[src/rtl/uart_rx_cfg_ctrl.sv]
// uart_rx_cfg_ctrl: owns the UART receiver configuration (Prescale/PAR_EN/PAR_TYP),
// swaps in host-requested settings only after the serial line has been quiet long
// enough, masks the line while the receiver resynchronises, and buffers received
// words in a small FIFO with a valid/ready read port and a sticky overflow flag.
module uart_rx_cfg_ctrl #(
    parameter int   DATA_WIDTH   = 8,
    parameter int   FIFO_DEPTH   = 4,
    parameter int   IDLE_BITS    = 11,
    parameter int   RST_PRESCALE = 8,
    parameter logic RST_PAR_EN   = 1'b1,
    parameter logic RST_PAR_TYP  = 1'b0
) (
    input  logic                  CLK,
    input  logic                  RST,
    input  logic                  RX_IN,
    output logic                  RX_LINE,
    output logic [4:0]            Prescale,
    output logic                  PAR_EN,
    output logic                  PAR_TYP,
    input  logic                  data_valid,
    input  logic [DATA_WIDTH-1:0] P_DATA,
    input  logic                  cfg_wr,
    input  logic [4:0]            cfg_prescale,
    input  logic                  cfg_par_en,
    input  logic                  cfg_par_typ,
    output logic                  cfg_busy,
    output logic                  cfg_err,
    output logic                  rd_valid,
    output logic [DATA_WIDTH-1:0] rd_data,
    input  logic                  rd_ready,
    output logic                  ovf,
    input  logic                  ovf_clr
);

    localparam int AW = $clog2(FIFO_DEPTH);

    typedef enum logic [1:0] {
        ST_RUN    = 2'd0,
        ST_APPLY  = 2'd1,
        ST_RESYNC = 2'd2
    } state_t;

    state_t                r_state;
    state_t                w_state_nxt;
    logic [9:0]            r_quiet_cnt;
    logic [9:0]            w_quiet_thr;
    logic                  w_quiet;
    logic                  r_pend;
    logic                  w_pend_nxt;
    logic                  w_cfg_ok;
    logic [4:0]            r_pend_prescale;
    logic                  r_pend_par_en;
    logic                  r_pend_par_typ;
    logic [4:0]            r_prescale;
    logic                  r_par_en;
    logic                  r_par_typ;
    logic [4:0]            r_rsync_cnt;
    logic                  r_busy;
    logic                  r_err;

    logic [DATA_WIDTH-1:0] r_mem [0:FIFO_DEPTH-1];
    logic [AW:0]           r_wr_ptr;
    logic [AW:0]           r_rd_ptr;
    logic [AW:0]           w_wr_nxt;
    logic [AW:0]           w_rd_nxt;
    logic                  r_rd_valid;
    logic [DATA_WIDTH-1:0] r_rd_data;
    logic [DATA_WIDTH-1:0] w_head_nxt;
    logic                  r_ovf;
    logic                  w_full;
    logic                  w_push;
    logic                  w_pop;
    logic                  w_drop;

    // Quiet threshold follows the active prescale, so a swap rescales the next wait.
    assign w_quiet_thr = 10'(IDLE_BITS) * {5'd0, r_prescale};
    assign w_quiet     = (r_quiet_cnt >= w_quiet_thr);
    assign w_cfg_ok    = cfg_wr & (cfg_prescale >= 5'd4);

    // Line is forced idle whenever the receiver is being reconfigured.
    assign RX_LINE  = (r_state == ST_RUN) ? RX_IN : 1'b1;
    assign Prescale = r_prescale;
    assign PAR_EN   = r_par_en;
    assign PAR_TYP  = r_par_typ;
    assign cfg_busy = r_busy;
    assign cfg_err  = r_err;
    assign rd_valid = r_rd_valid;
    assign rd_data  = r_rd_data;
    assign ovf      = r_ovf;

    // Next-state selection for the configuration sequencer and the pending flag.
    always_comb begin
        w_state_nxt = r_state;
        case (r_state)
            ST_RUN: begin
                if (r_pend && w_quiet) begin
                    w_state_nxt = ST_APPLY;
                end else begin
                    w_state_nxt = ST_RUN;
                end
            end
            ST_APPLY: w_state_nxt = ST_RESYNC;
            ST_RESYNC: begin
                if (r_rsync_cnt == (r_prescale - 5'd1)) begin
                    w_state_nxt = ST_RUN;
                end else begin
                    w_state_nxt = ST_RESYNC;
                end
            end
            default: w_state_nxt = ST_RUN;
        endcase
        // A fresh write always wins, even in the cycle the old one is consumed.
        if (w_cfg_ok) begin
            w_pend_nxt = 1'b1;
        end else if (r_state == ST_APPLY) begin
            w_pend_nxt = 1'b0;
        end else begin
            w_pend_nxt = r_pend;
        end
    end

    // Sequencer state, quiet-line counter, pending and active configuration registers.
    always_ff @(posedge CLK or negedge RST) begin
        if (!RST) begin
            r_state         <= ST_RUN;
            r_quiet_cnt     <= 10'd0;
            r_pend          <= 1'b0;
            r_pend_prescale <= 5'(RST_PRESCALE);
            r_pend_par_en   <= RST_PAR_EN;
            r_pend_par_typ  <= RST_PAR_TYP;
            r_prescale      <= 5'(RST_PRESCALE);
            r_par_en        <= RST_PAR_EN;
            r_par_typ       <= RST_PAR_TYP;
            r_rsync_cnt     <= 5'd0;
            r_busy          <= 1'b0;
            r_err           <= 1'b0;
        end else begin
            r_state <= w_state_nxt;
            r_pend  <= w_pend_nxt;
            r_busy  <= w_pend_nxt | (w_state_nxt != ST_RUN);
            r_err   <= cfg_wr & (cfg_prescale < 5'd4);
            if (!RX_IN) begin
                r_quiet_cnt <= 10'd0;
            end else if (r_quiet_cnt != 10'd1023) begin
                r_quiet_cnt <= r_quiet_cnt + 10'd1;
            end
            if (w_cfg_ok) begin
                r_pend_prescale <= cfg_prescale;
                r_pend_par_en   <= cfg_par_en;
                r_pend_par_typ  <= cfg_par_typ;
            end
            if (r_state == ST_APPLY) begin
                r_prescale  <= r_pend_prescale;
                r_par_en    <= r_pend_par_en;
                r_par_typ   <= r_pend_par_typ;
                r_rsync_cnt <= 5'd0;
            end else if (r_state == ST_RESYNC) begin
                r_rsync_cnt <= r_rsync_cnt + 5'd1;
            end
        end
    end

    // FIFO handshake decode, next pointers and the next head word.
    always_comb begin
        w_full = (r_wr_ptr[AW] != r_rd_ptr[AW]) &&
                 (r_wr_ptr[AW-1:0] == r_rd_ptr[AW-1:0]);
        w_pop  = r_rd_valid & rd_ready;
        w_push = data_valid & (~w_full | w_pop);
        w_drop = data_valid & w_full & ~w_pop;
        w_wr_nxt = r_wr_ptr;
        w_rd_nxt = r_rd_ptr;
        if (w_push) begin
            w_wr_nxt = r_wr_ptr + 1'b1;
        end else begin
            w_wr_nxt = r_wr_ptr;
        end
        if (w_pop) begin
            w_rd_nxt = r_rd_ptr + 1'b1;
        end else begin
            w_rd_nxt = r_rd_ptr;
        end
        // Word landing in the slot that becomes head bypasses the storage array.
        if (w_push && (w_rd_nxt == r_wr_ptr)) begin
            w_head_nxt = P_DATA;
        end else begin
            w_head_nxt = r_mem[w_rd_nxt[AW-1:0]];
        end
    end

    // FIFO storage array; contents need no reset because pointers qualify them.
    always_ff @(posedge CLK) begin
        if (w_push) begin
            r_mem[r_wr_ptr[AW-1:0]] <= P_DATA;
        end
    end

    // FIFO pointers, registered read port and sticky overflow flag.
    always_ff @(posedge CLK or negedge RST) begin
        if (!RST) begin
            r_wr_ptr   <= '0;
            r_rd_ptr   <= '0;
            r_rd_valid <= 1'b0;
            r_rd_data  <= '0;
            r_ovf      <= 1'b0;
        end else begin
            r_wr_ptr   <= w_wr_nxt;
            r_rd_ptr   <= w_rd_nxt;
            r_rd_valid <= (w_wr_nxt != w_rd_nxt);
            if (w_wr_nxt != w_rd_nxt) begin
                r_rd_data <= w_head_nxt;
            end
            if (w_drop) begin
                r_ovf <= 1'b1;
            end else if (ovf_clr) begin
                r_ovf <= 1'b0;
            end
        end
    end

endmodule

[config.mk]
export PLATFORM = sky130hd
export DESIGN_NAME = uart_rx_cfg_ctrl
export DESIGN_NICKNAME = d
export VERILOG_FILES = /design/src/rtl/uart_rx_cfg_ctrl.sv
export SDC_FILE = /design/constraint.sdc
export NUM_CORES = 1
export LEC_CHECK = 0
export BUFFER_PORTS_ARGS = -buffer_cell sky130_fd_sc_hd__buf_2
export CORE_MARGIN = 10
export CORE_UTILIZATION = 59
export DETAILED_ROUTE_END_ITERATION = 7
export PLACE_DENSITY = 0.79
export SKIP_CTS_REPAIR_TIMING = 1
export SYNTH_ARGS = -nofsm -noshare
export SYNTH_HDL_FRONTEND = slang
export SYNTH_SLANG_ARGS = --single-unit
[constraint.sdc]
create_clock -name CLK -period 3.4 [get_ports CLK]
set_input_delay 0.34 -clock CLK [delete_from_list [all_inputs] [get_ports CLK]]
set_output_delay 0.34 -clock CLK [all_outputs]
set_load 0.05 [all_outputs]
# Yosys cells after proc, flatten, opt, wreduce, memory -nomap -nowiden
# Memories as Yosys holds them, arrays and structs flattened.
# Index checks and enable logic that the tools add are counted.
# Widths: inputs -> output; s select.
# word_totals
inputBits	22
wordCells	70
memories	1
latch_bits	0
output_inout_bits	20
ram_bits	32
ff_bits	50
mem_bits_ro	0
# memory_table
memory	depth	width	rd	rd_ports_with_merged_regs	wr	line_no	source
r_mem	4	8	1	0	1	61	logic [DATA_WIDTH-1:0] r_mem [0:FIFO_DEPTH-1];
# op_classes
magnitude_cmp	3
n_mux	17
n_mul	1
n_eq_ne	9
shift	0
add_sub_neg	5
n_div	0
bitwise_logic	10
reduce_logical	7
# ops
cell	n
$mux 10	2
$add 10x1->10 const B	1
$ge 10x9->1	1
$mux 5	2
$ne 10x10->1 const B	1
$mul 4x5->9 const A	1
$mux 1	8
$mux 8	1
$add 3x1->3 const B	2
$and 1x1->1	6
$mux 3	2
$pmux 2 s3	1
$reduce_bool 2->1	3
$add 5x1->5 const B	1
$eq 5x5->1	1
$ge 5x3->1 const B	1
$lt 5x3->1 const B	1
$sub 5x1->5 const B	1
$eq 3x3->1	1
$logic_and 1x1->1	3
$ne 3x3->1	1
$eq 2x1->1 const B	1
$eq 2x2->1	1
$eq 2x2->1 const B	1
other kinds (6)	8

# Logic depth before layout (Yosys ltp)
# Gate-level depths: netlist of the first run.
# depth
word_depth	7
mapped_depth	15
ltp_nobuf	15

# Worst setup path after synthesis of the first run
# OpenSTA, ideal clock, no wires.
# synth_path
path_kind	reg2reg
start	register r_prescale[3] (netlist: Prescale[3])
end	register r_busy (netlist: cfg_busy)
setup_slack_ps	50
arrival_ps	3216
required_time_ps	3267
path_buffers	0
synth_period_minus_slack_ps	3350
path_stages_with_launch	12
setup_time_ps	133
path_cell_list	dfstp_2 -> ha_1 -> fa_1 -> ha_1 -> a21oi_1 -> o21bai_1 -> a21oi_1 -> xor2_1 -> ha_1 -> or3_1 -> a211oi_1 -> o21ai_0
# synth_between
elab_chain_len	7
word_cells_on_any_way	10
cone_classes	1 x add/sub; 1 x mul; 1 x order compare; 1 x eq/ne; 3 x mux; 1 x bitwise; 2 x reduce/logical
# synth_lines
element	line_no	source
start, declared	54	logic [4:0] r_prescale;
start signal, assigned	131	r_prescale <= 5'(RST_PRESCALE);
start signal, assigned	153	r_prescale <= r_pend_prescale;
$mul 4x5->9	76	assign w_quiet_thr = 10'(IDLE_BITS) * {5'd0, r_prescale};
$ge 10x9->1	77	assign w_quiet = (r_quiet_cnt >= w_quiet_thr);
$logic_and 1x1->1	96	if (r_pend && w_quiet) begin
$mux 1	96	
$pmux 2 s3 *	94	case (r_state)
$reduce_bool 2->1 *	140	r_busy <= w_pend_nxt | (w_state_nxt != ST_RUN);
$or 1x1->1 *	140	
end signal, assigned	140	
end, declared	58	logic r_busy;
# Mark *: on every way between the ends. The rest lies on a longest branch, timed or not.
# A chain may end at the register's enable or synchronous reset.

# Worst setup path after layout of the first run
# layout_path
start	register r_prescale[1] (netlist: Prescale[1])
end	register r_busy (netlist: cfg_busy)
# The elaborated chain is that of the path after synthesis.

==> impl_metrics.toml, run 1 <==
[drt]
vias = 2663
wl_per_cell_um = 15.8
drt_iter0_drc = 73
wl_mm = 7.78
postRouteAntennaNets = 0
drc = 0
vias_per_cell = 5.41
drt_first_pass_iters = 4

[critical_path]
setup.worst_path.start_class = "flop"
arrival_ns = 3.43
end_kind = "flop"
cp.required_ns = 3.62
path_max_fanout = 5
critPathKind = "flop to flop"

[cts]
cts_made_buffers = 9
cts_root_buf = "clkbuf_8"
clk_pin_slew_ns = 0.09
insertion_delay_ns = 0.35
cts_tree = "built"
cts_num_sinks = 82
htree_levels = 3
clock_path_buffers = 2

[floorplan]
die_height_um = 106
num_rows = 31
dieArea_um2 = 11200
initial_core_util = 0.605
io_pins = 42
core_um2 = 7210
die_w_um = 106

[pwr]
total_power_w = 0.00494
p_switching_w = 0.00209
peakVddDrop_uv = 632
p_comb_frac = 0.545
internal_power_w = 0.00285
p_sw_frac = 0.422
p_leak_nw = 2.28
power_frac_seq = 0.311
p_clk_frac = 0.144
powerDensity_nw_per_um2 = 1000

[timing]
timing.final.ws_setup_ns = 0.186
worstMarginPinSlew_ns = 0.842
slew_viol_final = 0
finalCritPeriodShare = 0.945
fin_worst_skew_ns = 0.0101
rsz0062_at_grt = "no"
finalSetupViolCount = 0
setup_tns_ns = 0
slew_headroom = 0.439
timing.final.crit_period_ns = 3.21
clock.fmax_mhz = 311
final-hold-violation-count = 0

[global_routing]
grt_max_degree = 38
globalRouteOverflowTotal = 0
grt.total_usage = 0.144
antenna_found_initial = 0
grt_pass1_vias = 2767
grt_pass1_wl_mm = 13.2

[synthesis]
yosys-top-cells-area = "dfrtp_1 (26%), edfxtp_1 (22%), ha_1 (11%)"
synthCells = 335
synth_flop_cell = "dfrtp_1"
synth_fp_nets = 396
yosysWarnings = 0
ys_seq_area_frac = 0.508
synth-seq-cells = 82
ys_async_sr_fraction = 0.610
yosysMostFrequentCell = "dfrtp_1"
yosysTopAreaCell = "dfrtp_1"
synth_area_um2 = 4360
yosysUniqueCellTypes = 49
netlist.area_leader.share = 0.264
synth-edff-count = 32
postSynthAreaPerCell_um2 = 13.0
synth.top_cells.by_count = "dfrtp_1 (46), ha_1 (37), edfxtp_1 (32)"

[min_path]
hp-class = "input pin to asynchronous set/reset pin"

[cells_and_area]
antenna_cells = 0
drive_above_1_share = 0.242
fin_nets = 449
fin_util = 0.682
area_growth_pct = 12.8

[placed_design]
dp_hpwl_mm = 5.69
numPortBuffers = 41
gp_congestion = 0.816
dp_slack_ns = 0.150

[job]
cap_violations = 0

[status]
status = "complete, no violations"
critical path, stage by stage, from the launching register on:
cell      delay (ns)
dfrtp_1         0.45
ha_1            0.34
fa_1            0.47
ha_1            0.35
a21oi_1         0.22
o21bai_1        0.09
a21oi_1         0.17
xor2_1          0.09
ha_1            0.17
or3_1           0.37
a211oi_2        0.24
o21ai_0         0.13
stage by stage:
stage | cells | cell area (µm²) | hold WS (ns)
floorplan | 335 | 4360 | 0.0444
global placement | 476 | 4710 | 0.465
detailed placement | 476 | 4710 | 0.475
CTS | 492 | 4910 | 0.109
global route | 492 | 4920 | 0.132
finish | 492 | 4920 | 0.0882
metal layers:
metal  vias to the layer above  share of wire  GRT usage
met5                         -              0          0
met2                        51           0.50      0.247
met3                         9          0.044     0.0453
met1                      1304           0.44      0.170
li1                       1299              -          -
met4                         0          0.011     0.0397
logic make-up (layout without fill, tap and decap cells):
| logic type | Yosys count | count (layout) | share of synthesized area |
|---|---|---|---|
| DFF | 82 | 82 | 0.508 |
| xor gates and xnor gates | 29 | 29 | 0.0660 |
| and+or+nand+nor | 61 | 61 | 0.0812 |
| adders and majority gates | 39 | 39 | 0.115 |
| AOI/OAI and AO/OA | 41 | 41 | 0.0677 |
| muxes | 52 | 52 | 0.134 |
| buffers and inverters | 31 | 89 | 0.0273 |
worst paths after layout:
path	endpoint	startpoint	cells after the start	slack, ns
max	cfg_busy	Prescale[1]	11	0.19
min	ovf	RST	1	0.09
max reg2reg	cfg_busy	Prescale[1]	11	0.19
min reg2reg	r_pend_prescale[2]	r_pend_prescale[2]	2	0.49
max in group asynchronous	r_pend_par_en	RST	2	2.52
min in group CLK	cfg_err	cfg_prescale[4]	2	0.17
layout by cell type, fill, tap and decap left out, drive strengths merged, types with 2 or more instances in the layout:
| master | Yosys | layout |
|---|---|---|
| a21o | 4 | 4 |
| a21oi | 7 | 7 |
| a22o | 3 | 3 |
| and2 | 10 | 10 |
| and3 | 2 | 2 |
| buf | 2 | 47 |
| clkbuf | 3 | 9 |
| clkinv | 0 | 3 |
| dfrtp | 46 | 46 |
| dfstp | 4 | 4 |
| edfxtp | 32 | 32 |
| fa | 2 | 2 |
| ha | 37 | 37 |
| inv | 26 | 28 |
| mux2 | 25 | 25 |
| mux2i | 27 | 27 |
| nand2 | 14 | 14 |
| nand2b | 6 | 6 |
| nand3 | 9 | 9 |
| nand4 | 7 | 7 |
| nor2 | 4 | 4 |
| nor3 | 4 | 4 |
| o211a | 2 | 2 |
| o21ai | 11 | 11 |
| o21bai | 2 | 2 |
| o22ai | 2 | 2 |
| o31ai | 2 | 2 |
| xnor2 | 23 | 23 |
| xor2 | 6 | 6 |
sequential cells by signal, summed over array words and instances, names as in the netlist:
name	cells
r_pend_par_typ	1
r_state	2
Prescale	5
r_mem	32
rd_valid	1
r_pend_par_en	1
r_quiet_cnt	10
r_pend	1
cfg_err	1
r_pend_prescale	5
cfg_busy	1
PAR_TYP	1
r_wr_ptr	3
rd_data	8
r_rd_ptr	3
r_rsync_cnt	5
ovf	1
PAR_EN	1
layout make-up:
type	instances	area, µm²
Fill cell	545	2290
Sequential cell	82	2220
Multi-Input combinational cell	222	2030
Timing Repair Buffer	47	250
Clock buffer	9	124
Tap cell	99	124
Inverter	26	97.6
Clock inverter	7	76.3
power by group through the flow:
stage	Sequential, W	Combinational (W)	Clock [W]
6_report	0.00154	0.00269	0.000712
5_1_grt	0.00158	0.00297	0.000776
4_1_cts	0.00154	0.00272	0.000724
3_5_place_dp	0.00156	0.00270	0
3_3_place_gp	0.00154	0.00262	0
2_1_floorplan	0.00187	0.00181	0
No activity file was read; power rests on OpenSTA's default activity.
==> inputs of run 2 (changes only) <==
--- a/config.mk
+++ b/config.mk
@@ -11,3 +11,3 @@
 export DETAILED_ROUTE_END_ITERATION = 7
-export PLACE_DENSITY = 0.79
+export PLACE_DENSITY = 0.76
 export SKIP_CTS_REPAIR_TIMING = 1
==> constraint.sdc (replaced) <==
create_clock -name CLK -period 3.4 [get_ports CLK]
set_input_delay 0.17 -clock CLK [delete_from_list [all_inputs] [get_ports CLK]]
set_output_delay 0.17 -clock CLK [all_outputs]
set_load 0.05 [all_outputs]
==> run 2 against run 1 <==
Fmax increased by 0.98%; sequential share of layout area decreased by 0.55 points; die area stayed put; wire length up 3.2%; register-to-register slack gained 0.03 ns; final cell count increased by 0.81%.
==> impl_metrics.toml, run 2 (synthesis gave the netlist of run 1 again) <==
[status]
status = "complete, no violations"

[critical_path]
arrival_ns = 3.42
cp.required_ns = 3.64
path_max_fanout = 3
crit_path_start = "Prescale[3]"
r2r_start = "Prescale[3]"
end_kind = "flop"
setup.worst_path.start_class = "flop"
critPathKind = "flop to flop"

[floorplan]
io_pins = 42
die_w_um = 106
die_height_um = 106
num_rows = 31
dieArea_um2 = 11200
initial_core_util = 0.605
core_um2 = 7210

[global_routing]
grt.total_usage = 0.147
antenna_found_initial = 0
globalRouteOverflowTotal = 0
grt_pass1_wl_mm = 13.4
grt_pass1_vias = 2767
grt_max_degree = 29

[cells_and_area]
fin_nets = 453
antenna_cells = 0
drive_above_1_share = 0.234
fillCellCount = 558
area_growth_pct = 14.1
largest_reg_flops = 32
layout_common_cells = "dfrtp_1 (46), buf_2 (41), ha_1 (37)"
final_common_cell = "dfrtp_1"
fin_area_um2 = 4980

[min_path]
hp-class = "input pin to flop"
hp-start = "cfg_prescale[0]"

[timing]
timing.final.crit_period_ns = 3.18
worstMarginPinSlew_ns = 0.695
setup_tns_ns = 0
rsz0062_at_grt = "no"
finalSetupViolCount = 0
final-hold-violation-count = 0
slew_viol_final = 0
slew_headroom = 0.524
finalCritPeriodShare = 0.936
clock.fmax_mhz = 314
fin_worst_skew_ns = 0.00796

[cts]
clk_pin_slew_ns = 0.09
cts_root_buf = "clkbuf_8"
htree_levels = 3
cts_made_buffers = 9
clock_path_buffers = 2
insertion_delay_ns = 0.36
cts_tree = "built"
cts_num_sinks = 82

[drt]
drc = 0
vias = 2659
drt_first_pass_iters = 4
wl_mm = 8.03
postRouteAntennaNets = 0
vias_per_cell = 5.36
drt_iter0_drc = 119
wl_per_cell_um = 16.2

[job]
cap_violations = 0

[placed_design]
postPlaceCellArea_um2 = 4710
dp_hpwl_mm = 5.82
numPortBuffers = 41
gp_congestion = 0.772

[pwr]
total_power_w = 0.00500
peakVddDrop_uv = 449
powerDensity_nw_per_um2 = 1000
p_leak_nw = 2.30
[run 2: cell types whose count changed in the layout (fill, tap and decap cells not counted)]
cell,before,now
bufinv_16,1,2
a211oi_2,1,0
clkinv_4,1,0
dfrtp_2,1,0
clkinvlp_4,1,2
dfrtp_1,45,46
dlygate4sd3_1,0,4
clkinv_2,2,1
a211oi_1,0,1
[run 2: critical path: stages (launching register included)]
cell      delay [ns]
dfstp_2         0.54
ha_1            0.24
fa_1            0.46
ha_1            0.35
a21oi_1         0.22
o21bai_1        0.09
a21oi_1         0.17
xor2_1          0.09
ha_1            0.17
or3_1           0.35
a211oi_1        0.26
o21ai_0         0.13
[run 2: through the flow]
stage	instances	util	worst slack, ns	hold WS [ns]
after global placement	476	0.653	0.276	0.233
after detailed placement	476	0.653	0.214	0.241
after CTS	492	0.685	0.205	-0.149
after floorplan	335	-	0.0504	-0.126
final	496	0.690	0.218	0.0356
after global routing	496	0.690	0.0383	0.0221
[run 2: area by class of cell]
class | count | area [µm²] | share of cell area
clock inverters | 7 | 100 | 0.0201
repair buffers | 51 | 290 | 0.0583
flip-flops and latches | 82 | 2220 | 0.445
multi-input cells | 222 | 2030 | 0.407
clock buffers | 9 | 124 | 0.0249
inverters | 26 | 97.6 | 0.0196
well taps | 99 | 124 | 0.0249
[run 2: final timing paths]
path | end | slack [ns] | depth (start not counted)
max in group asynchronous | Prescale[3] | 2.21 | 3
hold / removal | r_pend_prescale[0] | 0.04 | 2
hold reg to reg | r_pend_prescale[2] | 0.49 | 2
min in group asynchronous | r_quiet_cnt[5] | 0.38 | 2
setup / recovery | cfg_busy | 0.22 | 11
setup reg to reg | cfg_busy | 0.22 | 11
[run 2: power breakdown]
part / internal [W] / switching (W) / total, W
sequential: 0.00133 / 0.000210 / 0.00154
combinational: 0.00117 / 0.00150 / 0.00267
clock: 0.000420 / 0.000372 / 0.000792
[run 2: per-layer routing]
metal	vias up	global-route usage	part of all wire
li1	1309	-	-
met1	1297	0.173	0.44
met2	39	0.248	0.50
met3	14	0.0447	0.042
met4	0	0.0571	0.017
met5	-	0	0
